<file path="config.mk">
export PLATFORM = sky130hd
export DESIGN_NAME = sram_arbiter
export DESIGN_NICKNAME = d
export VERILOG_FILES = /design/src/rtl/sram_arbiter.sv
export SDC_FILE = /design/constraint.sdc
export NUM_CORES = 1
export LEC_CHECK = 0
export ABC_AREA = 1
export CAP_MARGIN = 15
export CORE_AREA = 3 3 123 125
export DETAILED_ROUTE_END_ITERATION = 7
export DIE_AREA = 0 0 126 128
export PLACE_DENSITY = 0.68
export SYNTH_ARGS = -nofsm -noshare
export SYNTH_HDL_FRONTEND = slang
export SYNTH_SLANG_ARGS = --single-unit
</file>
<file path="constraint.sdc">
create_clock -name clk -period 2.8 [get_ports clk]
set_input_delay 0.56 -clock clk [delete_from_list [all_inputs] [get_ports clk]]
set_output_delay 0.56 -clock clk [all_outputs]
set_load 0.02 [all_outputs]
</file>
<file path="src/rtl/sram_arbiter.sv">
// Two-master SRAM-like arbiter: data wins ties, grant locks until addr_ok; zero-latency request mux.
// An in-order id FIFO routes data_ok back; a full FIFO blocks new requests.
module sram_arbiter #(
  parameter int OT_DEPTH = 4
) (
  input  logic        clk,
  input  logic        resetn,

  input  logic        inst_sram_req,
  input  logic        inst_sram_wr,
  input  logic [1:0]  inst_sram_size,
  input  logic [31:0] inst_sram_addr,
  input  logic [3:0]  inst_sram_wstrb,
  input  logic [31:0] inst_sram_wdata,
  output logic        inst_sram_addr_ok,
  output logic        inst_sram_data_ok,
  output logic [31:0] inst_sram_rdata,

  input  logic        data_sram_req,
  input  logic        data_sram_wr,
  input  logic [1:0]  data_sram_size,
  input  logic [31:0] data_sram_addr,
  input  logic [3:0]  data_sram_wstrb,
  input  logic [31:0] data_sram_wdata,
  output logic        data_sram_addr_ok,
  output logic        data_sram_data_ok,
  output logic [31:0] data_sram_rdata,

  output logic        bus_sram_req,
  output logic        bus_sram_wr,
  output logic [1:0]  bus_sram_size,
  output logic [31:0] bus_sram_addr,
  output logic [3:0]  bus_sram_wstrb,
  output logic [31:0] bus_sram_wdata,
  input  logic        bus_sram_addr_ok,
  input  logic        bus_sram_data_ok,
  input  logic [31:0] bus_sram_rdata
);

  localparam int PW = $clog2(OT_DEPTH);
  localparam int CW = $clog2(OT_DEPTH) + 1;
  localparam logic [CW-1:0] DEPTH_C = CW'(OT_DEPTH);

  typedef enum logic [1:0] {IDLE, LOCK_INST, LOCK_DATA} state_t;

  state_t              state;
  state_t              state_nxt;
  logic                sel_data;
  logic                sel_req;
  logic                handshake;
  logic                pop;
  logic                fifo_full;
  logic [OT_DEPTH-1:0] order;
  logic [PW-1:0]       wr_ptr;
  logic [PW-1:0]       rd_ptr;
  logic [CW-1:0]       count;
  logic [CW-1:0]       count_nxt;

  assign fifo_full = (count == DEPTH_C);
  assign handshake = bus_sram_req & bus_sram_addr_ok;

  always_ff @(posedge clk or negedge resetn) begin
    if (!resetn) begin
      state <= IDLE;
    end else begin
      state <= state_nxt;
    end
  end

  // A blocked or un-accepted request keeps the lock so the bus fields stay stable.
  always_comb begin
    state_nxt = IDLE;
    if (handshake) begin
      state_nxt = IDLE;
    end else if (sel_req) begin
      state_nxt = sel_data ? LOCK_DATA : LOCK_INST;
    end
  end

  always_comb begin
    sel_data = 1'b0;
    case (state)
      LOCK_INST: sel_data = 1'b0;
      LOCK_DATA: sel_data = 1'b1;
      default:   sel_data = data_sram_req;
    endcase
    sel_req        = sel_data ? data_sram_req : inst_sram_req;
    bus_sram_req   = resetn & sel_req & ~fifo_full;
    bus_sram_wr    = sel_data ? data_sram_wr    : inst_sram_wr;
    bus_sram_size  = sel_data ? data_sram_size  : inst_sram_size;
    bus_sram_addr  = sel_data ? data_sram_addr  : inst_sram_addr;
    bus_sram_wstrb = sel_data ? data_sram_wstrb : inst_sram_wstrb;
    bus_sram_wdata = sel_data ? data_sram_wdata : inst_sram_wdata;

    inst_sram_addr_ok = handshake & ~sel_data;
    data_sram_addr_ok = handshake &  sel_data;

    pop               = resetn & bus_sram_data_ok & (count != '0);
    inst_sram_data_ok = pop & ~order[rd_ptr];
    data_sram_data_ok = pop &  order[rd_ptr];
  end

  assign inst_sram_rdata = bus_sram_rdata;
  assign data_sram_rdata = bus_sram_rdata;

  always_comb begin
    count_nxt = count;
    case ({handshake, pop})
      2'b10:   count_nxt = count + 1'b1;
      2'b01:   count_nxt = count - 1'b1;
      default: count_nxt = count;
    endcase
  end

  // Pointers are exactly log2(OT_DEPTH) wide, so they wrap on their own.
  always_ff @(posedge clk or negedge resetn) begin
    if (!resetn) begin
      order  <= '0;
      wr_ptr <= '0;
      rd_ptr <= '0;
      count  <= '0;
    end else begin
      if (handshake) begin
        order[wr_ptr] <= sel_data;
        wr_ptr        <= wr_ptr + 1'b1;
      end
      if (pop) begin
        rd_ptr <= rd_ptr + 1'b1;
      end
      count <= count_nxt;
    end
  end

endmodule

</file>
**Yosys cells after proc, flatten, opt, wreduce, memory -nomap -nowiden**

Cells that the tools add are included.

- Flip-flop bits (word level): 13
- Bits in latches: 0
- Bits in writable memories: 0
- ROM bits: 0
- Bits of input ports: 180
- Output and inout port bits: 140
- Memories kept: 0

- Add/subtract/negate cells: 4
- Multiply operators: 0
- Divide/modulo/power cells: 0
- Magnitude comparators: 3
- Equal/unequal tests: 5
- Shift operators: 0
- Mux-type cells: 16
- Bitwise gates (word level): 12
- Reductions and logical operators: 3

Operators with widths:

| operator | count |
|---|---|
| 2-to-1 mux 32 bit | 2 |
| bitwise AND 1 bit | 9 |
| 2-to-1 mux 2 bit | 4 |
| less-than comparator 2 x 3 -> 1 bit, second input constant | 2 |
| one-hot mux 3 bit (2 select lines) | 1 |
| adder 2 x 1 -> 2 bit, second input constant | 2 |
| bitwise mux 4 bit | 1 |
| equality test 2 x 1 -> 1 bit, second input constant | 2 |
| equality test 2 bit, second input constant | 2 |
| 2-to-1 mux 1 bit | 4 |
| 2-to-1 mux 4 bit | 1 |
| adder 3 x 1 -> 3 bit, second input constant | 1 |
| equality test 3 bit, second input constant | 1 |
| inverter 1 bit | 3 |
| nonzero test 3 bit | 1 |
| subtractor 3 x 1 -> 3 bit, second input constant | 1 |
| binary-select mux 1 bit (select 2 bit) | 1 |
| demux 1 bit (select 2 bit) | 1 |
| >= comparator 2 x 1 -> 1 bit, second input constant | 1 |
| one-hot mux 1 bit (2 select lines) | 1 |
| nonzero test 2 bit | 1 |
| logical AND 1 bit | 1 |

**Longest topological paths before layout**

Gate-level depths: netlist of run 1.

- Word-level depth: 8
- Mapped depth: 13
- Mapped depth without buffers: 13

**Worst setup path after synthesis of run 1**

OpenSTA, ideal clock, no wires.

- Path kind: register -> register
- Start: register state[0]
- End: register count[2]
- Library setup time: 131 ps
- Data arrival time: 2,004 ps
- Required time: 2,669 ps
- Setup slack: 665 ps
- Stages on the path, launching flop included: 12
- Buffers on the path: 0
- Clock period less this slack: 2,135 ps
- Cells stage by stage: dfrtp_1 -> inv_1 -> ha_1 -> o21ai_0 -> nand2_2 -> nand3_4 -> ha_1 -> inv_1 -> fa_1 -> a21oi_1 -> o21ai_0 -> xor2_1

- Word-level cells in the longest chain between the ends: 8
- Elaborated cells between the ends (all ways): 11
- Classes of those cells: 4 x eq/ne; 3 x mux; 3 x bitwise; 1 x reduce/logical

Ends and longest elaborated chain:

| what | line | RTL |
|---|---|---|
| start, declared | 46 | `state_t state;` |
| start signal, assigned | 66 | `state <= state_nxt;` |
| equality test 2 bit / equality test 2 x 1 -> 1 bit (equally long branches) | 82 | `case (state)` |
| one-hot mux 1 bit (2 select lines) * | 82 |  |
| 2-to-1 mux 1 bit * | 87 | `sel_req = sel_data ? data_sram_req : inst_sram_req;` |
| bitwise AND 1 bit * (2 in series) | 88 | `bus_sram_req = resetn & sel_req & ~fifo_full;` |
| bitwise AND 1 bit * | 60 | `assign handshake = bus_sram_req & bus_sram_addr_ok;` |
| equality test 2 x 1 -> 1 bit / equality test 2 bit (equally long branches) | 108 | `case ({handshake, pop})` |
| one-hot mux 3 bit (2 select lines) / nonzero test 2 bit (equally long branches) | n/a |  |
| end signal, assigned | 130 | `count <= count_nxt;` |
| end, declared | 56 | `logic [CW-1:0] count;` |

Mark *: on every way between the ends. The rest lies on a longest branch, timed or not.
A chain may end at the register's enable or synchronous reset.

**Worst setup path in the final report of run 1**

- Start: input port data_sram_req
- End: output port bus_sram_req

- Word-level cells in the longest chain between the ends: 4

Ends and longest elaborated chain:

| what | line | RTL |
|---|---|---|
| start, declared | 19 | `input logic data_sram_req,` |
| one-hot mux 1 bit (2 select lines) | 82 |  |
| 2-to-1 mux 1 bit * | 87 |  |
| bitwise AND 1 bit * (2 in series) | 88 |  |
| end, declared | 29 | `output logic bus_sram_req,` |

Marks and branches as above.

==> metrics, run 1 <==
Post-Place Cells=725; crit start category=input port; Mean Syn Cell Area=5.73 um^2; slowest cell on the critical path=clkdlybuf4s50_1; Max Clock Freq=374 MHz; CP Class=in -> out; Syn-to-layout area delta=91.9%; leak pwr=2.24 nW; Synth area leader=nand2_1; Detail Route Antenna Nets=0; initial drt markers=68; required time worst endpoint=2.24 ns; via count=2763; Crit path max-delay family=buffers and inverters; Tot Pwr=2.32 mW; initial antenna violation count=0; YS warnings=0; post-route cell area=4250 um^2; Post-CTS Hold Buffers=0; WP buf/inv=3; largest net degree at the start of global routing=46; die height=128 um; routed length per instance=13.0 um; Final period util=between 90% and 100%; Primary FF master, synth=dfrtp_1; width of the chip=~130 um; H-Tree Depth=1; CTS clk-pin slew, worst paths=0.04 ns; Routed WL=9450 um; drt first pass iters=4; clock skew=0.00469 ns; first-pass GRT wire length=13700 um; NumNets Final=about 740; RSZ-0062 raised after global routing=no; die area=~16000 um^2; crit path DAT=2.11 ns; CTS tree=yes; Core ar.=around 14000 um^2; row cnt=43; critical path cell sequence=clkdlybuf4s50_1 -> buf_4 -> nand3b_1 -> nand2_1 -> nor2_4 -> clkdlybuf4s50_1; port bufs=223; Synth cell types=25; Root Driver=clkbuf_16; Pins Over Slew Limit=0; EDFF count, synth=0; clk buf depth=2; Clock Latency Late Sink=0.24 ns; Num CTS Buffers=3; post-synth top area share=39.5%; Max-Cap Viols=0; GRT overflow=0; fraction of registers with async set or reset after synthesis=100%; dpl hpwl=roughly 8200 um; ant diodes=0; simple-gate share of the synthesized area=a little under half; min cycle time layout=2.67 ns; Crit Path Max Fanout=3; Hold WC Path Type=reg -> reg; count leader, synth=nand2_1; DP Area=4240 um^2; vias in the first global route=2588; non-filler cells, final=729; largest family of logic cells by synthesized area=simple AND/OR/NAND/NOR gates; share of layout cells above drive strength 1=approximately 5.3%; slew margin rel.=79.2%; I/O pin count=320; Layout Utilization=a little under a third; outcome=finished clean; Post-Synth Adder-Cell Area=4.29%; cell area after synthesis=2220 um^2; most instantiated cells after synthesis=nand2_1, buf_4, dfrtp_1, inv_1, nand4_1; Placer Congestion=0.750; post-synthesis xor/xnor area fraction=around 1.6%; post-place setup slack=-0.0872 ns; CP peak stage delay=0.61 ns; P per Cell Area=between 500 and 600 nW/um^2; crit end category=output port; Synth Instances=387; VDD IR max=0.000353 V; Synth Register Bits=13; post-synthesis compound-gate area fraction=2.20%; syn nets=574; Seq/Total Area, Yosys=14.7%; main area contributors after synthesis=nand2_1, buf_4, dfrtp_1, ha_1, nand4_1; crit-path most repeated cell=clkdlybuf4s50_1; DRC Markers=0; clock net sink count=13; GRT Total Usage=10.5%; mux cell area share after synthesis=0%; Hold Vio Cnt, Final=0; Worst Max-Slew Pin Slew=a little over 0.3 ns; fin worst setup slack=0.126 ns; via/cell ratio=approximately 3.8; setup violators final=0; Starting Density=15.8%
-- state kept, by name, summed over array words and instances, names as in the netlist --
register / count
order: 4
count: 3
rd_ptr: 2
state: 2
wr_ptr: 2
-- metrics by stage --
step	setup TNS (ns)	hold slack, ns
2_1_floorplan	0	0.264
3_3_place_gp	-0.619	0.473
3_5_place_dp	-2.55	0.475
4_1_cts	0	0.485
5_1_grt	0	0.506
6_report	0	0.487
-- power breakdown --
part,internal [mW],switching [mW]
clock network,0.191,0.0707
logic,0.748,0.975
registers,0.270,0.0672
total,1.21,1.11
-- layout make-up --
type                            count  area (um^2)
Tap cell                          180          225
Timing Repair Buffer              238         2330
Fill cell                        1542         9740
Multi-Input combinational cell    280         1240
Inverter                           14         55.1
Clock buffer                        4         78.8
Sequential cell                    13          325
-- routing by layer --
metal / vias to the layer above / routed length (um) / GRT usage (%) / share of wire [%]
met3: 22 / 1100 / 3.54 / 12
met2: 200 / 4710 / 18.8 / 50
met5: - / 0 / 0 / 0
met1: 1109 / 3420 / 11.8 / 36
met4: 0 / 218 / 2.78 / 2.3
li1: 1432 / - / - / -
-- cell usage in the layout (no fill, tap or decap) --
cell,n
dfrtp_1,13
xnor2_1,1
inv_2,2
nand4_1,8
nand3_4,1
a21oi_1,3
dlygate4sd2_1,67
nand2_1,233
a21boi_4,1
nor2_4,1
nand3_1,6
inv_1,11
nand2_4,2
clkbuf_16,3
xor2_1,3
o21ai_0,3
nor2_1,7
nand3_2,1
clkbuf_1,1
nand2_2,2
clkdlybuf4s50_1,150
buf_4,11
fa_1,1
inv_4,1
ha_1,6
dlymetal6s2s_1,6
nand3b_1,1
buf_12,4
-- final timing paths --
check                         startpoint           end  slack (ns)  depth (start not counted)
max                        data_sram_req  bus_sram_req        0.13                          6
min                             order[1]      order[1]        0.49                          2
max reg2reg                     state[0]      count[2]        0.44                         12
min reg2reg                     order[1]      order[1]        0.49                          2
max in group asynchronous         resetn     wr_ptr[1]        1.83                          3
min in group asynchronous         resetn     rd_ptr[1]        0.67                          2
-- logic make-up after synthesis --
| kind of cell | after synthesis |
|---|---|
| AND/OR/NAND/NOR | 262 |
| buffers and inverters | 94 |
| flip-flops | 13 |
| AO/OA/AOI/OAI | 7 |
| adder cells (fa/ha/maj) | 7 |
| XOR/XNOR | 4 |
-- repair_timing --
item	in CTS	in global routing
setup buffers	0	0
setup endpoints to repair	67	6
gates resized for setup	67	6
-- worst register-to-register path: stages, from the launching register on --
cell,delay (ns)
dfrtp_1,0.32
inv_1,0.04
ha_1,0.33
o21ai_0,0.21
nand2_2,0.15
nand3_4,0.10
buf_4,0.11
ha_1,0.13
inv_1,0.06
fa_1,0.39
a21oi_1,0.14
o21ai_0,0.11
xor2_1,0.15
Power figures use the tool's default switching activity.
==> inputs of run 2 (changes only) <==
--- a/config.mk
+++ b/config.mk
@@ -8,6 +8,7 @@
 export ABC_AREA = 1
 export CAP_MARGIN = 15
 export CORE_AREA = 3 3 123 125
+export CTS_CLUSTER_DIAMETER = 60
 export DETAILED_ROUTE_END_ITERATION = 7
 export DIE_AREA = 0 0 126 128
 export PLACE_DENSITY = 0.68
==> results of run 2 <==
No change in the layout: final DEF, timing and power equal those of run 1.
==> inputs of run 3 (changes only) <==
--- a/config.mk
+++ b/config.mk
@@ -11,6 +11,7 @@
 export CTS_CLUSTER_DIAMETER = 60
 export DETAILED_ROUTE_END_ITERATION = 7
 export DIE_AREA = 0 0 126 128
+export GPL_ROUTABILITY_DRIVEN = 0
 export PLACE_DENSITY = 0.68
 export SYNTH_ARGS = -nofsm -noshare
 export SYNTH_HDL_FRONTEND = slang
==> results of run 3 <==
No change in the layout: final DEF, timing and power equal those of run 1.
